File: config.mk
export PLATFORM = sky130hd
export DESIGN_NAME = fifo_parser_sched_flat
export DESIGN_NICKNAME = d
export VERILOG_FILES = /design/src/rtl/fifo_parser_sched_if.sv /design/src/rtl/fifo_parser_sched.sv /design/src/flat_wrapper.sv
export SDC_FILE = /design/constraint.sdc
export NUM_CORES = 1
export LEC_CHECK = 0
export BUFFER_PORTS_ARGS = -buffer_cell sky130_fd_sc_hd__buf_2
export CORE_MARGIN = 2
export CORE_UTILIZATION = 34
export DETAILED_ROUTE_END_ITERATION = 7
export GPL_ROUTABILITY_DRIVEN = 0
export PLACE_DENSITY = 0.53
export SLEW_MARGIN = 20
export SYNTH_ARGS = -nofsm -noshare
export SYNTH_HDL_FRONTEND = slang
export SYNTH_SLANG_ARGS = --single-unit
File: constraint.sdc
create_clock -name clk -period 7.2 [get_ports clk]
set_input_delay 0.72 -clock clk [delete_from_list [all_inputs] [get_ports clk]]
set_output_delay 0.72 -clock clk [all_outputs]
set_load 0.03 [all_outputs]
File: src/rtl/fifo_parser_sched_if.sv
// Handshake bundle between the read sequencer, the scfifo64x256 read port,
// the MDP3 parser and the packetizer throttle.
interface fifo_parser_sched_if;
   logic        fifo_empty;
   logic        fifo_full;
   logic [7:0]  fifo_usedw;
   logic [63:0] fifo_q;
   logic        fifo_rdreq;
   logic [63:0] msg_data;
   logic        msg_valid;
   logic        msg_ready;
   logic        flush;
   logic        throttle;
   logic [31:0] words_fwd;
   logic [15:0] stall_cycles;

   modport master (
      input  fifo_empty, fifo_full, fifo_usedw, fifo_q, msg_ready, flush,
      output fifo_rdreq, msg_data, msg_valid, throttle, words_fwd, stall_cycles
   );

   modport slave (
      output fifo_empty, fifo_full, fifo_usedw, fifo_q, msg_ready, flush,
      input  fifo_rdreq, msg_data, msg_valid, throttle, words_fwd, stall_cycles
   );
endinterface

File: src/rtl/fifo_parser_sched.sv
// Read-side sequencer: pulls words from a non-showahead FIFO into a 2-entry
// buffer, presents them to the parser, drives throttle, supports flush.
module fifo_parser_sched #(
   parameter int unsigned HI_WM = 224,
   parameter int unsigned LO_WM = 192
) (
   input  logic                clk,
   input  logic                reset,
   fifo_parser_sched_if.master bus
);

   localparam logic [8:0] HI_LVL = 9'(HI_WM);
   localparam logic [8:0] LO_LVL = 9'(LO_WM);

   typedef enum logic {RUN, FLUSH} state_t;

   state_t      state;
   logic [1:0]  occ;
   logic        pend;
   logic [63:0] word0;
   logic [63:0] word1;
   logic        throttle_q;
   logic [31:0] words_fwd_q;
   logic [15:0] stall_q;

   logic        pop;
   logic        stall;
   logic [2:0]  fill;
   logic [8:0]  level;

   assign bus.msg_valid    = (occ != 2'd0);
   assign bus.msg_data     = word0;
   assign bus.throttle     = throttle_q;
   assign bus.words_fwd    = words_fwd_q;
   assign bus.stall_cycles = stall_q;

   assign pop   = bus.msg_valid & bus.msg_ready;
   assign stall = bus.msg_valid & ~bus.msg_ready;
   // Projected occupancy once the in-flight read lands and this cycle's pop leaves.
   assign fill  = {1'b0, occ} + {2'b00, pend} - {2'b00, pop};
   assign level = bus.fifo_full ? 9'd256 : {1'b0, bus.fifo_usedw};

   // NOTE: every combinational output gets a default first so no latch is inferred.
   always_comb begin
      bus.fifo_rdreq = 1'b0;
      if (state == FLUSH) bus.fifo_rdreq = ~bus.fifo_empty;
      else                bus.fifo_rdreq = ~bus.fifo_empty & (fill < 3'd2);
   end

   // NOTE: sequential state uses non-blocking assignments only; the data
   // registers are reset as well because msg_data must read 0 out of reset.
   always_ff @(posedge clk or posedge reset) begin
      if (reset) begin
         state       <= RUN;
         occ         <= 2'd0;
         pend        <= 1'b0;
         word0       <= '0;
         word1       <= '0;
         throttle_q  <= 1'b0;
         words_fwd_q <= '0;
         stall_q     <= '0;
      end else begin
         pend <= bus.fifo_rdreq;
         if (pop) words_fwd_q <= words_fwd_q + 32'd1;
         if (stall && stall_q != 16'hFFFF) stall_q <= stall_q + 16'd1;

         if (level >= HI_LVL)      throttle_q <= 1'b1;
         else if (level <= LO_LVL) throttle_q <= 1'b0;

         case (state)
            RUN: begin
               if (bus.flush) begin
                  state <= FLUSH;
                  occ   <= 2'd0;
               end else begin
                  case ({pend, pop})
                     2'b11: begin
                        if (occ == 2'd2) begin
                           word0 <= word1;
                           word1 <= bus.fifo_q;
                        end else begin
                           word0 <= bus.fifo_q;
                        end
                     end
                     2'b10: begin
                        if (occ == 2'd0) begin
                           word0 <= bus.fifo_q;
                           occ   <= 2'd1;
                        end else if (occ == 2'd1) begin
                           word1 <= bus.fifo_q;
                           occ   <= 2'd2;
                        end
                     end
                     2'b01: begin
                        word0 <= word1;
                        occ   <= occ - 2'd1;
                     end
                     default: ;
                  endcase
               end
            end
            FLUSH: begin
               // Words landing while draining are dropped; occ stays 0.
               if (!bus.flush && bus.fifo_empty && !pend) state <= RUN;
            end
            default: state <= RUN;
         endcase
      end
   end

   // A landing word must always find a free slot.
   assert property (@(posedge clk) disable iff (reset)
      !(state == RUN && !bus.flush && pend && !pop && occ == 2'd2));

endmodule
File: src/flat_wrapper.sv
// flat-port wrapper written by rule: the top's interface ports become plain ports
module fifo_parser_sched_flat 
#(
   parameter int unsigned HI_WM = 224,
   parameter int unsigned LO_WM = 192
)
  (clk, reset, bus_fifo_empty, bus_fifo_full, bus_fifo_usedw, bus_fifo_q, bus_msg_ready, bus_flush, bus_fifo_rdreq, bus_msg_data, bus_msg_valid, bus_throttle, bus_words_fwd, bus_stall_cycles);
  fifo_parser_sched_if bus_i ();
  input  logic clk;
  input  logic reset;
  input wire logic [$bits(bus_i.fifo_empty)-1:0] bus_fifo_empty;
  input wire logic [$bits(bus_i.fifo_full)-1:0] bus_fifo_full;
  input wire logic [$bits(bus_i.fifo_usedw)-1:0] bus_fifo_usedw;
  input wire logic [$bits(bus_i.fifo_q)-1:0] bus_fifo_q;
  input wire logic [$bits(bus_i.msg_ready)-1:0] bus_msg_ready;
  input wire logic [$bits(bus_i.flush)-1:0] bus_flush;
  output wire logic [$bits(bus_i.fifo_rdreq)-1:0] bus_fifo_rdreq;
  output wire logic [$bits(bus_i.msg_data)-1:0] bus_msg_data;
  output wire logic [$bits(bus_i.msg_valid)-1:0] bus_msg_valid;
  output wire logic [$bits(bus_i.throttle)-1:0] bus_throttle;
  output wire logic [$bits(bus_i.words_fwd)-1:0] bus_words_fwd;
  output wire logic [$bits(bus_i.stall_cycles)-1:0] bus_stall_cycles;
  assign bus_i.fifo_empty = bus_fifo_empty;
  assign bus_i.fifo_full = bus_fifo_full;
  assign bus_i.fifo_usedw = bus_fifo_usedw;
  assign bus_i.fifo_q = bus_fifo_q;
  assign bus_i.msg_ready = bus_msg_ready;
  assign bus_i.flush = bus_flush;
  assign bus_fifo_rdreq = bus_i.fifo_rdreq;
  assign bus_msg_data = bus_i.msg_data;
  assign bus_msg_valid = bus_i.msg_valid;
  assign bus_throttle = bus_i.throttle;
  assign bus_words_fwd = bus_i.words_fwd;
  assign bus_stall_cycles = bus_i.stall_cycles;
  fifo_parser_sched #(.HI_WM(HI_WM), .LO_WM(LO_WM)) u_core (.clk(clk), .reset(reset), .bus(bus_i));
endmodule
# Word-level counts from Yosys, hierarchy flattened
# Index checks and enable logic that the tools add are counted.
# totals
register_bits	181
in_bits	78
output_inout_bits	115
word_cells	66
# classes
addsub	5
n_lt_le_gt_ge	3
n_eq_ne	11
muxes	18
bitwise	7
n_reduce_logical	14
# op_table
cell	count
two-way mux 64 bit	5
case mux 64 bit (3 select lines)	1
case mux 64 bit (2 select lines)	1
adder 32 x 1 -> 32 bit (second input constant)	1
adder 16 x 1 -> 16 bit (second input constant)	1
!= test 16 bit (second input constant)	1
greater-or-equal comparator 9 x 8 -> 1 bit (second input constant)	1
<= comparator 9 x 8 -> 1 bit (second input constant)	1
two-way mux 9 bit	1
equality test 2 bit (second input constant)	3
two-way mux 2 bit	3
!= test 2 x 1 -> 1 bit (second input constant)	3
AND reduction 6 bit	1
nonzero test 2 bit	3
nonzero test 3 bit	2
two-way mux 1 bit	5
equality test 2 x 1 -> 1 bit (second input constant)	2
!= test 4 x 2 -> 1 bit (second input constant)	1
NOT 1 bit	4
case mux 2 bit (2 select lines)	1
AND reduction 4 bit	1
adder 2 x 1 -> 3 bit	1
AND 1 bit	3
logical AND 1 bit	3
other kinds (8)	9

# Depth between registers and ports, before layout
# Gate-level depths: netlist of the first run.
# logic_depth
word_depth	6
mapped_depth	11
mapped_depth_nobuf	9

# Least setup slack after synthesis of the first run
# OpenSTA, ideal clock, no wires.
# synth_timing
path_kind	register to output
from	register u_core.occ[1]
to	output bus_fifo_rdreq
arrival_time_ns	2.349
required_ns	6.480
setup_slack_ns	4.131
stages_incl_launch_ff	12
path_buffers	2
path_cell_list	dfrtp_1 inv_1 ha_1 buf_2 and2b_1 buf_4 nor2_1 o21ai_0 fa_1 xnor2_1 a21oi_1 nor2_1
# synth_via
elab_chain_len	6
elab_cells_between_ends	7
classes_between	add/sub: 2; order compare: 1; mux: 1; bitwise: 2; reduce/logical: 1
# synth_rtl
element	line_no	text
from (decl)	fifo_parser_sched.sv:18	logic [1:0] occ;
from (signal assigned)	fifo_parser_sched.sv:96	occ <= occ - 2'd1;
branches (longest 2 deep; another with adder 2 x 1 -> 3 bit)	-	
subtractor 3 x 1 -> 3 bit *	fifo_parser_sched.sv:40	assign fill = {1'b0, occ} + {2'b00, pend} - {2'b00, pop};
less-than comparator 3 x 2 -> 1 bit *	fifo_parser_sched.sv:47	else bus.fifo_rdreq = ~bus.fifo_empty & (fill < 3'd2);
AND 1 bit *	fifo_parser_sched.sv:47	
two-way mux 1 bit *	fifo_parser_sched.sv:46	if (state == FLUSH) bus.fifo_rdreq = ~bus.fifo_empty;
to (decl)	flat_wrapper.sv:17	output wire logic [$bits(bus_i.fifo_rdreq)-1:0] bus_fifo_rdreq;
# Every way passes the cells marked *.

# Final worst setup path of the first run
# Same ends and word-level chain as after synthesis.

==> impl_metrics.env, run 1 <==
export IMPL_clock_latency_ns=0.42
export IMPL_ys_types=43
export IMPL_synth_area_per_cell_um2=10.7
export IMPL_grt_max_degree=111
export IMPL_first_pass_iters=6
export IMPL_wl_per_cell_um=15.5
export IMPL_max_freq_ghz=0.277
export IMPL_p_leak_nw=4.86
export IMPL_maxSlewViolCount=0
export IMPL_ys_seq_area_frac=0.578
export IMPL_areaGrowthSynthToFinish_pct=23.1
export IMPL_post_place_ws_ns=4.02
export IMPL_ios=193
export IMPL_final_nets=995
export IMPL_critPathRequiredTime_ns=6.48
export IMPL_min_period_ns=3.60
export IMPL_async_flop_share=1.00
export IMPL_core_rowCount=55
export IMPL_slew_headroom=0.367
export IMPL_syn_num_nets=819
export IMPL_vias_per_cell=4.83
export IMPL_hold_buffers=0
export IMPL_finalCritPeriodShare=0.501
export IMPL_synth_edf_count=0
export IMPL_via_count=5850
export IMPL_synth_area_top_cells="dfrtp_1 (58%), mux2_2 (8.6%), nand2_1 (7.4%)"
export IMPL_synthCells=735
export IMPL_rsz0062_at_grt="no"
export IMPL_cts_made_buffers=17
export IMPL_antenna_found_initial=4
export IMPL_cts_resized=0
export IMPL_grt_pass1_wl_um=31000
export IMPL_cp_start_kind="flop"
export IMPL_ys_ff_latch=181
export IMPL_hpwl_um=12000
export IMPL_drive_gt1_frac=0.320
export IMPL_dieArea_um2=24300
export IMPL_cts_tree="built"
export IMPL_core_area_um2=22600
export IMPL_port_buffers=192
export IMPL_die_w_um=156
export IMPL_run_status="complete, no violations"
export IMPL_clockBufferDepth=2
export IMPL_cts_root_buf="clkbuf_16"
export IMPL_fin_worst_skew_ns=0.00868
export IMPL_syn_area_um2=7840
export IMPL_htree_num_levels=4
export IMPL_post_cts_setup_buffer_count=0
export IMPL_finalWirelength_um=18700
export IMPL_setup_tns_ns=0
export IMPL_yosysWarnings=0
export IMPL_maxCapViolCount=0
export IMPL_cp_data_arrival_time_ns=2.88
export IMPL_hold_viol=0
export IMPL_crit_path_end_kind="output port"
export IMPL_crit_fanout=9
export IMPL_cts_sinks=181
export IMPL_path_class="flop to output port"
export IMPL_die_h_um=156
export IMPL_layout_area_seq_um2=4530
export IMPL_yosysTopAreaCellShare=0.578
export IMPL_ant_nets=0
export IMPL_track_usage=0.161
export IMPL_multiInputGateArea_um2=3120
export IMPL_clkTransAtPathRegs_ns=0.07
export IMPL_p_per_area_nw_per_um2=409
export IMPL_drt_initial_drc_count=302
export IMPL_hp_class="primary input to async pin"
export IMPL_setup_viol=0
export IMPL_worst_slack_ns=3.60
export IMPL_worst_pin_slew_ns=0.949
export IMPL_nFillCells=2204
export IMPL_ir_worst_vdd_uv=244
export IMPL_start_util=0.346
export IMPL_overflow=0
export IMPL_grt_pass1_vias=5759
export IMPL_ys_flop_type="dfrtp_1"
export IMPL_drc_errors=0
export IMPL_synth_top_area_cell="dfrtp_1"
-- placed cells by master, fill, tap and decap left out, types with 5 or more instances in the layout --
master and n:
clkbuf_16 17, nor3_1 12, buf_4 6, nor2_1 77
inv_8 5, a31oi_1 65, buf_2 192, nand4_1 9
xnor2_1 16, mux2_2 60, inv_1 6, dfrtp_1 181
mux2_1 5, xor2_1 30, nor4_1 7, nand3_1 15
and3_1 9, ha_1 5, nand2_1 155, and4_1 5
-- kinds of logic after synthesis --
kind of cell / count (synthesis) / synth area share
compound gates: 81 / 0.0653
mux: 66 / 0.0946
xor+xnor: 46 / 0.0514
buf+inv: 48 / 0.0270
fa+ha+maj: 8 / 0.0131
flops: 181 / 0.578
simple gates: 305 / 0.171
-- stage by stage --
stage	hold WS, ns	std cells	total power [W]	utilization	area (um2)
detailed placement	0.463	1177	0.00302	0.399	9040
global route	0.468	1209	0.00423	0.426	9650
global placement	0.457	1177	0.00300	0.399	9040
CTS	0.448	1209	0.00401	0.426	9650
floorplan	0.464	735	0.00258	-	7840
finish	0.430	1210	0.00395	0.426	9660
-- sequential cells by signal, indices dropped and copies added, names as in the netlist --
signal                   flops
u_core.state                 1
u_core.pend                  1
u_core.word1                64
u_core.bus.words_fwd        32
u_core.occ                   2
u_core.bus.msg_data         64
u_core.bus.throttle          1
u_core.bus.stall_cycles     16
-- cell usage after synthesis, types with 2 or more instances --
cell type,instances
dfrtp_1,181
nand2_1,155
nor2_1,77
a31oi_1,65
mux2_2,60
xor2_1,30
buf_2,22
xnor2_1,16
nand3_1,15
clkbuf_1,12
nor3_1,12
and3_1,9
nand4_1,9
inv_1,7
nor4_1,7
buf_1,6
and4_1,5
ha_1,5
mux2_1,5
a21oi_1,4
o21ai_0,4
and2_1,3
nor3b_1,3
a21o_1,2
maj3_1,2
nand2b_1,2
-- path summary, 6_finish.rpt --
check	startpoint	to	slack [ns]	cells past startpoint
worst max-delay path	u_core.occ[1]	bus_fifo_rdreq	3.60	10
worst min-delay path	reset	u_core.word1[45]	0.43	2
worst max register to register	u_core.occ[1]	u_core.bus.msg_data[51]	4.33	8
worst min register to register	u_core.bus.words_fwd[31]	u_core.bus.words_fwd[31]	0.48	1
max in group asynchronous	reset	u_core.bus.msg_data[58]	5.30	3
min in group clk	bus_fifo_empty	u_core.pend	0.47	2
-- per-layer routing --
metal / share of wire / up-vias / global-route usage
met4: 0.012 / 2 / 0.0467
met5: 0.00037 / - / 0
met3: 0.046 / 14 / 0.0356
li1: - / 2878 / -
met2: 0.46 / 126 / 0.256
met1: 0.48 / 2830 / 0.221
-- worst max-delay path, cell delays in order, from the launching register on --
cell and delay, ns:
dfrtp_1 0.43, inv_1 0.10, ha_1 0.28, nand2b_1 0.31, nor2_1 0.24, o21ai_0 0.15, fa_1 0.39, xnor2_1 0.14
a21oi_1 0.09, nor2_1 0.11, buf_2 0.21
-- area by class of cell --
| type | instances | share of cell area |
|---|---|---|
| Clock inverter | 12 | 0.0161 |
| Timing Repair Buffer | 198 | 0.104 |
| Antenna cell | 1 | 0.000259 |
| Multi-Input combinational cell | 506 | 0.323 |
| Sequential cell | 181 | 0.469 |
| Inverter | 7 | 0.00350 |
| Tap cell | 285 | 0.0369 |
| Clock buffer | 20 | 0.0473 |
-- power breakdown --
| group | total (W) | internal (W) | switching, W | leakage (nW) |
|---|---|---|---|---|
| Combinational | 0.00141 | 0.000465 | 0.000944 | 2.25 |
| Clock | 0.000980 | 0.000546 | 0.000434 | 0.296 |
| Sequential | 0.00156 | 0.00136 | 0.000200 | 2.31 |
| Total | 0.00395 | 0.00237 | 0.00158 | 4.86 |
(Power assumes the default switching activity.)
==> inputs of run 2 (changes only) <==
clock period = 3.6 ns   (was 7.2 ns; I/O delays follow)
==> run 2 against run 1 <==
  * Power increased by 98%
  * Worst setup slack got worse by 3.3 ns
  * Count of clock-buffer cells in the layout down 3
  * Sequential power grew 100%
  * Largest cell class unchanged
  * Critical endpoint unchanged
  * Via count rose by 1.4%
  * Clock power up 84%
  * Non-clock buffer count increased by 4
==> impl_metrics.env, run 2 (synthesized netlist as in run 1, its figures left out) <==
export IMPL_clkPwrFrac=0.230
export IMPL_p_sw_w=0.00320
export IMPL_cts_resized=0
export IMPL_path_cells="inv_1 -> ha_1 -> nand2b_1 -> nor2_1 -> o21ai_0 -> fa_1 -> xnor2_1 -> a21oi_1 -> nor2_1 -> buf_2"
export IMPL_power_internal_w=0.00461
export IMPL_finalCritPeriodShare=0.911
export IMPL_max_freq_ghz=0.305
export IMPL_met2_usage=0.253
export IMPL_first_pass_iters=4
export IMPL_final_cell_mix="buf_2 (192), dfrtp_1 (181), nand2_1 (155)"
export IMPL_p_seq_frac=0.400
export IMPL_core_area_um2=22600
export IMPL_p_comb_frac=0.370
export IMPL_clockBufferDepth=2
export IMPL_drc_errors=0
export IMPL_crit_path_end_kind="output port"
export IMPL_core_rowCount=55
export IMPL_cts_root_buf="clkbuf_16"
export IMPL_hold_viol=0
export IMPL_die_w_um=156
export IMPL_clkTransAtPathRegs_ns=0.07
export IMPL_p_per_area_nw_per_um2=804
export IMPL_p_leak_nw=4.87
export IMPL_post_cts_setup_buffer_count=0
export IMPL_hpwl_um=12600
export IMPL_path_class="flop to output port"
export IMPL_areaGrowthSynthToFinish_pct=24.0
export IMPL_nFillCells=2200
export IMPL_rsz0062_at_grt="no"
export IMPL_maxCapViolCount=0
export IMPL_ios=193
export IMPL_run_status="complete, no violations"
export IMPL_critPathRequiredTime_ns=3.24
export IMPL_final_nets=999
export IMPL_min_period_ns=3.28
export IMPL_cts_tree="built"
export IMPL_cp_data_arrival_time_ns=2.92
export IMPL_dieArea_um2=24300
export IMPL_start_util=0.346
export IMPL_drt_initial_drc_count=275
export IMPL_track_usage=0.159
export IMPL_swShare=0.410
export IMPL_cts_made_buffers=17
export IMPL_multiInputGateArea_um2=3120
export IMPL_crit_fanout=9
export IMPL_setup_viol=0
export IMPL_htree_num_levels=4
export IMPL_final_common_cell="buf_2"
export IMPL_ir_worst_vdd_uv=334
export IMPL_cp_start_kind="flop"
export IMPL_clock_latency_ns=0.42
export IMPL_hp_class="primary input to flop"
export IMPL_setup_tns_ns=0
export IMPL_slowest_stage="dfrtp_1"
export IMPL_cts_sinks=181
export IMPL_busiest_layer="met2"
export IMPL_vias_per_cell=4.88
export IMPL_grt_max_degree=87
export IMPL_antenna_found_initial=2
export IMPL_via_count=5932
export IMPL_layout_area_seq_um2=4530
export IMPL_drive_gt1_frac=0.323
export IMPL_fin_worst_skew_ns=0.0141
export IMPL_port_buffers=192
export IMPL_max_stage_delay_ns=0.44
export IMPL_use_met3=0.0464
export IMPL_maxSlewViolCount=0
export IMPL_critPathMostFrequentCell="nor2_1"
export IMPL_ant_nets=0
export IMPL_grt_pass1_wl_um=30600
export IMPL_finalPower_w=0.00782
export IMPL_worst_pin_slew_ns=0.761
export IMPL_finalWirelength_um=19000
export IMPL_wl_per_cell_um=15.6
export IMPL_grt_util_met1=0.216
export IMPL_grt_pass1_vias=5628
export IMPL_overflow=0
export IMPL_slew_headroom=0.491
export IMPL_die_h_um=156
run 2: cell types whose count changed in the layout (fill, tap and decap cells not counted), sizes merged:
cell and change:
diode +1, clkinvlp +3, dlygate4sd3 +1, clkinv +3, buf +3, inv -1
bufinv -2, clkbuf -3
run 2: cell type report:
class / count / area share
antenna: 2 / 0.000515
clock inverter: 15 / 0.0139
multi-input combinational: 506 / 0.320
inverter: 7 / 0.00309
sequential: 181 / 0.466
timing repair buffer: 202 / 0.116
clock buffer: 17 / 0.0438
tap: 285 / 0.0367
run 2: stage by stage:
step,cells,utilization,instance area [um2],hold slack [ns],setup slack (ns)
final,1215,0.429,9720,0.117,0.319
after global routing,1213,0.429,9720,0.112,0.0334
after CTS,1213,0.429,9720,0.0982,0.259
after detailed placement,1180,0.404,9150,0.447,0.751
after global placement,1180,0.404,9150,0.456,0.770
after floorplan,735,-,7850,0.452,0.891
run 2: final timing paths:
check / startpoint / to / slack [ns] / depth (start not counted)
worst max-delay path: u_core.occ[1] / bus_fifo_rdreq / 0.32 / 10
worst min-delay path: bus_fifo_empty / u_core.pend / 0.12 / 2
worst max register to register: u_core.occ[1] / u_core.word1[42] / 1.04 / 7
worst min register to register: u_core.bus.words_fwd[31] / u_core.bus.words_fwd[31] / 0.47 / 1
max in group asynchronous: reset / u_core.bus.msg_data[17] / 2.23 / 4
min in group asynchronous: reset / u_core.bus.msg_data[47] / 0.54 / 3
run 2: power by group through the flow:
stage | Clock (W) | Sequential, W | Combinational (W)
global placement | 0 | 0.00313 | 0.00293
detailed placement | 0 | 0.00317 | 0.00295
finish | 0.00180 | 0.00313 | 0.00289
floorplan | 0 | 0.00395 | 0.00120
global route | 0.00195 | 0.00322 | 0.00317
CTS | 0.00186 | 0.00313 | 0.00295
run 2: worst max-delay path: cells and delay by family (launching register included):
kind                     cells  cell delay [ns]
AO/OA/AOI/OAI                2             0.22
XOR/XNOR                     1             0.14
adder cells (fa/ha/maj)      2             0.68
buffers and inverters        2             0.33
flip-flops                   1             0.44
AND/OR/NAND/NOR              3             0.69
run 2: timing repair:
action	4_1_cts	5_1_grt
endpoints found under the hold margin	21	0
hold buffers	1	0
endpoints found under the setup margin	0	0
run 2: metal layers:
layer,part of all wire,wire (um)
met2,0.46,8760
met5,0,0
met4,0.0086,163
met3,0.060,1140
met1,0.47,8940
